===== src/rtl/counter_seq_ctrl.sv =====
// Sequencing controller for an external N-bit up/down counter: one-shot or auto-reload
// intervals with a fixed prescaler. Optional EXPIRE_CNT_EN adds a saturating expiry counter.
module counter_seq_ctrl #(
  parameter int N     = 8,
  parameter int PRESC = 1
) (
  input  logic         clk,
  input  logic         reset_n,
  input  logic         start,
  input  logic         stop,
  input  logic         pause,
  input  logic         reload,
  input  logic         dir_up,
  input  logic [N-1:0] period,
  input  logic [N-1:0] cnt_q,
  input  logic         cnt_min_tick,
  output logic         cnt_syn_clr,
  output logic         cnt_load,
  output logic [N-1:0] cnt_d,
  output logic         cnt_en,
  output logic         cnt_up,
  output logic         busy,
  output logic         done_tick
`ifdef EXPIRE_CNT_EN
  ,
  output logic [7:0]   expire_cnt
`endif
);

  localparam int PW = $clog2(PRESC) + 1;
  localparam logic [PW-1:0] PRESC_LAST = PW'(PRESC - 1);

  typedef enum logic [2:0] {IDLE, ARM, RUN, HOLD, DONE} state_t;

  state_t          state_reg, state_next;
  logic [N-1:0]    period_reg;
  logic            dir_reg;
  logic            reload_reg;
  logic [PW-1:0]   presc_reg, presc_next;
  logic            terminal;
  logic            latch_cfg;

  // Up-count ends on reaching the period; down-count ends on the counter's zero tick.
  assign terminal  = dir_reg ? (cnt_q == period_reg) : cnt_min_tick;
  assign latch_cfg = start && !stop;

  always_ff @(posedge clk or negedge reset_n) begin
    if (!reset_n) begin
      state_reg  <= IDLE;
      period_reg <= '0;
      dir_reg    <= 1'b0;
      reload_reg <= 1'b0;
      presc_reg  <= '0;
    end else begin
      state_reg <= state_next;
      presc_reg <= presc_next;
      if (latch_cfg) begin
        period_reg <= period;
        dir_reg    <= dir_up;
        reload_reg <= reload;
      end
    end
  end

  always_comb begin
    state_next  = state_reg;
    presc_next  = presc_reg;
    cnt_syn_clr = 1'b0;
    cnt_load    = 1'b0;
    cnt_d       = '0;
    cnt_en      = 1'b0;
    cnt_up      = (state_reg != IDLE) ? dir_reg : 1'b0;
    busy        = (state_reg == ARM) || (state_reg == RUN) || (state_reg == HOLD);
    done_tick   = 1'b0;

    case (state_reg)
      ARM: begin
        if (dir_reg) begin
          cnt_syn_clr = 1'b1;
        end else begin
          cnt_load = 1'b1;
          cnt_d    = period_reg;
        end
        presc_next = '0;
        state_next = RUN;
      end
      RUN: begin
        if (terminal) begin
          done_tick  = 1'b1;
          state_next = reload_reg ? ARM : DONE;
        end else begin
          cnt_en     = (presc_reg == PRESC_LAST);
          presc_next = (presc_reg == PRESC_LAST) ? '0 : PW'(presc_reg + 1'b1);
          if (pause) begin
            state_next = HOLD;
          end
        end
      end
      HOLD: begin
        if (!pause) begin
          state_next = RUN;
        end
      end
      default: ;
    endcase

    // Stop outranks start; it clears the counter and suppresses every other strobe.
    if (stop) begin
      if (state_reg != IDLE) begin
        state_next  = IDLE;
        presc_next  = '0;
        cnt_syn_clr = 1'b1;
        cnt_load    = 1'b0;
        cnt_d       = '0;
        cnt_en      = 1'b0;
        done_tick   = 1'b0;
      end
    end else if (start) begin
      state_next = ARM;
    end
  end

`ifdef EXPIRE_CNT_EN
  always_ff @(posedge clk or negedge reset_n) begin
    if (!reset_n) begin
      expire_cnt <= 8'd0;
    end else if (stop) begin
      expire_cnt <= 8'd0;
    end else if (done_tick && (expire_cnt != 8'hFF)) begin
      expire_cnt <= expire_cnt + 8'd1;
    end
  end
`endif

endmodule


===== config.mk =====
export PLATFORM = sky130hd
export DESIGN_NAME = counter_seq_ctrl
export DESIGN_NICKNAME = d
export VERILOG_FILES = /design/src/rtl/counter_seq_ctrl.sv
export SDC_FILE = /design/constraint.sdc
export NUM_CORES = 1
export LEC_CHECK = 0
export ABC_AREA = 1
export ABC_CLOCK_PERIOD_IN_PS = 2900
export BUFFER_PORTS_ARGS = -buffer_cell sky130_fd_sc_hd__buf_2
export CAP_MARGIN = 20
export CELL_PAD_IN_SITES_DETAIL_PLACEMENT = 1
export CELL_PAD_IN_SITES_GLOBAL_PLACEMENT = 1
export CORE_ASPECT_RATIO = 0.6
export CORE_MARGIN = 2
export CORE_UTILIZATION = 32
export DETAILED_ROUTE_END_ITERATION = 10
export PLACE_DENSITY_LB_ADDON = 0.1
export SLEW_MARGIN = 5
export SYNTH_ARGS = -nofsm -noshare
export SYNTH_HDL_FRONTEND = slang
export SYNTH_SLANG_ARGS = --single-unit

===== constraint.sdc =====
create_clock -name clk -period 2.9 [get_ports clk]
set_input_delay 0.58 -clock clk [delete_from_list [all_inputs] [get_ports clk]]
set_output_delay 0.58 -clock clk [all_outputs]
set_load 0.05 [all_outputs]

## Word level (Yosys, flattened, before mapping)

Cells that the tools add are included.

| word-level totals | value |
|---|---|
| register bits after elaboration | 14 |
| memories | 0 |
| output and inout port bits | 14 |
| logic and storage cells | 51 |
| ROM bits | 0 |
| latch bits | 0 |
| input port bits | 24 |
| memory bits (writable) | 0 |

| cells by class | value |
|---|---|
| mux-type cells | 35 |
| magnitude comparators | 0 |
| equality and inequality tests | 4 |
| div/mod/pow operators | 0 |
| reductions and logical operators | 5 |
| add/subtract/negate cells | 1 |
| multipliers | 0 |
| shifts and indexed selects | 0 |
| bitwise gates (word level) | 1 |

Operator list:

| operator | number |
|---|---|
| 8-bit 2-to-1 mux | 4 |
| 1-bit 2-to-1 mux | 22 |
| 3-bit 2-to-1 mux | 7 |
| 3-bit case mux with 3 select lines | 1 |
| 8-bit equality test | 1 |
| 3-bit by 2-bit equality test with 1-bit output, second input constant | 2 |
| 3-bit by 1-bit equality test with 1-bit output, second input constant | 1 |
| 3-bit nonzero test | 1 |
| 1-bit logical OR | 2 |
| 1-bit case mux with 2 select lines | 1 |
| 1-bit adder, second input constant | 1 |
| 1-bit logical AND | 1 |
| 1-bit logical NOT | 1 |
| 1-bit NOT | 1 |

## Longest topological paths before layout

| depth | value |
|---|---|
| depth in word-level cells | 6 |
| mapped depth | 13 |
| gate-level depth less buffers | 13 |

## Worst setup path after synthesis

No wires, ideal clock.

| path | value |
|---|---|
| path type | reg-to-output |
| from | register state_reg[2] |
| to | output port cnt_d[0] |
| buffers on the path | 0 |
| arrival time | 2.283 ns |
| setup slack | 0.037 ns |
| stages on the path, launching flop included | 6 |
| required time | 2.320 ns |
| cells stage by stage | dfrtp_1 -> nor3_1 -> nand2_1 -> nor2_1 -> inv_2 -> nor2_1 |

| on the way | value |
|---|---|
| longest elaborated chain between the ends | 4 |
| elaborated cells on any way between the ends | 5 |
| classes of those cells | 1 x eq/ne; 3 x mux; 1 x reduce/logical |

Ends and longest elaborated chain:

| item | RTL line | RTL |
|---|---|---|
| start, declared | 35 | `state_t state_reg, state_next;` |
| start signal, assigned | 55 | `state_reg <= state_next;` |
| 3-bit by 1-bit equality test with 1-bit output | 76 | `case (state_reg)` |
| 8-bit 2-to-1 mux | 76 |  |
| 8-bit 2-to-1 mux | 109 | `if (state_reg != IDLE) begin` |
| 8-bit 2-to-1 mux (*) | 108 | `if (stop) begin` |
| end, declared | 19 | `output logic [N-1:0] cnt_d,` |

Every way passes the cells marked *; elsewhere a longest branch is shown, timed or not.

## Worst setup path after layout

| path | value |
|---|---|
| from | register state_reg[2] |
| to | output port cnt_syn_clr |

| on the way | value |
|---|---|
| longest elaborated chain between the ends | 4 |
| elaborated cells on any way between the ends | 5 |
| classes of those cells | 1 x eq/ne; 3 x mux; 1 x reduce/logical |

Ends and longest elaborated chain:

| item | RTL line | RTL |
|---|---|---|
| 3-bit by 1-bit equality test with 1-bit output | 76 |  |
| 1-bit 2-to-1 mux | 76 |  |
| 1-bit 2-to-1 mux | 109 |  |
| 1-bit 2-to-1 mux (*) | 108 |  |
| end, declared | 17 | `output logic cnt_syn_clr,` |

Marked as above.

==> metrics.yaml <==
run_status:
  status: "completed"
setup_path:
  crit_required_ps: 2320
  endpoint_kind: "primary output"
  reg2reg_from: "state_reg[1]"
  reg2regPathDepth: 10
  path_max_fanout: 5
  reg2reg_slack_ps: 1360
  cp_data_arrival_time_ps: 1860
  worstSetupPathType: "reg2out"
  reg2reg_to: "presc_reg"
  start_kind: "flip-flop"
clock_tree:
  insertion_delay_ps: 240
  clock-sinks: 14
  clock_path_buffers: 2
  cts_tree: "done"
  cts_resized: 0
  clkTransAtPathRegs_ps: 60
  postCtsHoldBufs: 0
  h-tree-depth: 1
  post-cts-setup-buffers: 0
  clockRootBuffer: "clkbuf_8"
  cts_made_buffers: 3
detailed_routing:
  ant_nets: 0
  vias: 888
  wire_per_inst_um: 11.6
  routed_wl_um: 2280
  vias_per_cell: 4.51
  drtIter0Drc: 8
  drc: 0
  firstDrtPassIters: 4
floorplanning:
  io-pin-count: 38
  core_region_area_um2: 2490
  die-height_um: 43.4
  die_w_um: 69.6
  start_util_pct: 33.2
  floorplan.rows: 14
  die-area_um2: 3020
global_route:
  grt_pass1_wl_um: 4040
  grtUsageTotal_pct: 17.2
  antenna_found_initial: 0
  overflow: 0
  grt_start_max_net_pins: 22
  grt_pass1_vias: 882
sta:
  fmax_ghz: 0.409
  setup_tns_ps: 0
  skew_ps: 1.59
  tightest_slew_ps: 677
  min_period_ps: 2440
  hold_violations: 0
  finalCritPeriodShare_pct: 84.2
  slew_headroom_pct: 54.7
  worst_hold_slack_ps: 222
  setup_violations: 0
  slew_viol_final: 0
  rsz0062_at_grt: "false"
synth:
  netlist_area_um2: 827
  yosysSeqAreaShare_pct: 42.4
  syn_area_per_cell_um2: 6.56
  postSynthCellCount: 126
  ys_seq_elements: 14
  synth_area_leaders: "dfrtp_1 (42%), nor2_1 (13%), nand2_1 (12%)"
  syn_nets: 150
  yosysTopAreaCell: "dfrtp_1"
  ys_warn_count: 0
  synth_top_area_share_pct: 42.4
  synthDistinctLibCells: 16
finish:
  final_area_um2: 1100
  largest_register_ffs: 8
  final_util_pct: 44.2
  num_antenna_cells: 0
  nNetsFinal: 190
  instances_no_fill: 197
  drive_gt1_share_pct: 30.9
  area_growth_pct: 33.0
pwr:
  power_leakage_nw: 0.666
  ir_drop_mv: 0.323
  power.density_nw_per_um2: 580
place:
  routabilityCongestion: 0.793
  io_buffers: 37
  placed_cell_area_um2: 1040
  place_hpwl_um: 1880
  post-place-cells: 193
flow_run:
  drv_cap: 0
hold_path:
  hp-class: "in2async"
cell usage after synthesis, drive strengths merged:
cell / number
clkbuf: 2
nor2: 31
nand2: 28
or2: 1
dfrtp: 14
nor3: 2
nand3: 4
inv: 23
o21ai: 3
o21a: 1
a21oi: 15
xor2: 2
where the power goes:
group,internal [mW],total (mW),switching [mW]
registers,0.217,0.231,0.0140
logic,0.0601,0.217,0.157
clock network,0.120,0.190,0.0695
total,0.397,0.638,0.241
worst max-delay path: stages, from the launching register on:
cell	delay, ps
dfrtp_1	440
nor3_1	320
or2_1	190
nor2_2	60
inv_2	70
nor2_2	50
nor2_1	110
inv_2	40
o21ai_1	60
buf_2	270
layer usage:
metal / GRT usage, % / part of all wire (%)
met2: 27.9 / 43
met3: 5.35 / 6.9
met1: 23.4 / 50
met5: 0 / 0
met4: 3.46 / 0.53
kinds of logic (layout without fill, tap and decap cells):
kind of cell	after synthesis	count (layout)	share of synthesized area, %
AO/OA/AOI/OAI	19	19	11.8
XOR/XNOR	2	2	2.12
buffers and inverters	25	64	11.3
flip-flops	14	14	42.4
AND/OR/NAND/NOR	66	66	32.4
cell type report:
class | count | area [um2]
Multi-Input combinational cell | 87 | 383
Tap cell | 32 | 40.0
Timing Repair Buffer | 37 | 185
Fill cell | 332 | 1390
Inverter | 23 | 86.3
Clock buffer | 4 | 55.1
Sequential cell | 14 | 350
metrics by stage:
step / total power [mW] / worst slack [ps]
global placement: 0.446 / 622
CTS: 0.645 / 473
finish: 0.638 / 457
detailed placement: 0.453 / 591
floorplan: 0.388 / 36.8
global route: 0.682 / 284
worst max-delay path by stage:
stage                  from          end  slack (ps)  cells past startpoint
2_1_floorplan  state_reg[2]     cnt_d[0]          40                      5
3_3_place_gp       cnt_q[3]    done_tick         620                      9
3_5_place_dp       cnt_q[3]    done_tick         590                      9
4_1_cts        state_reg[2]  cnt_syn_clr         470                      9
5_1_grt        state_reg[2]  cnt_syn_clr         280                      9
6_report       state_reg[2]  cnt_syn_clr         460                      9
cells in the final DEF, fill, tap and decap left out:
cell,instances
nand3_1,4
a21oi_1,15
or2_1,1
o21a_1,1
clkbuf_8,4
o21ai_0,1
buf_2,37
inv_2,6
nand2_1,27
o21ai_1,2
nor2_2,3
nand2_2,1
inv_1,17
dfrtp_1,14
nor2_1,28
xor2_1,2
nor3_1,2
(Power assumes the default switching activity.)
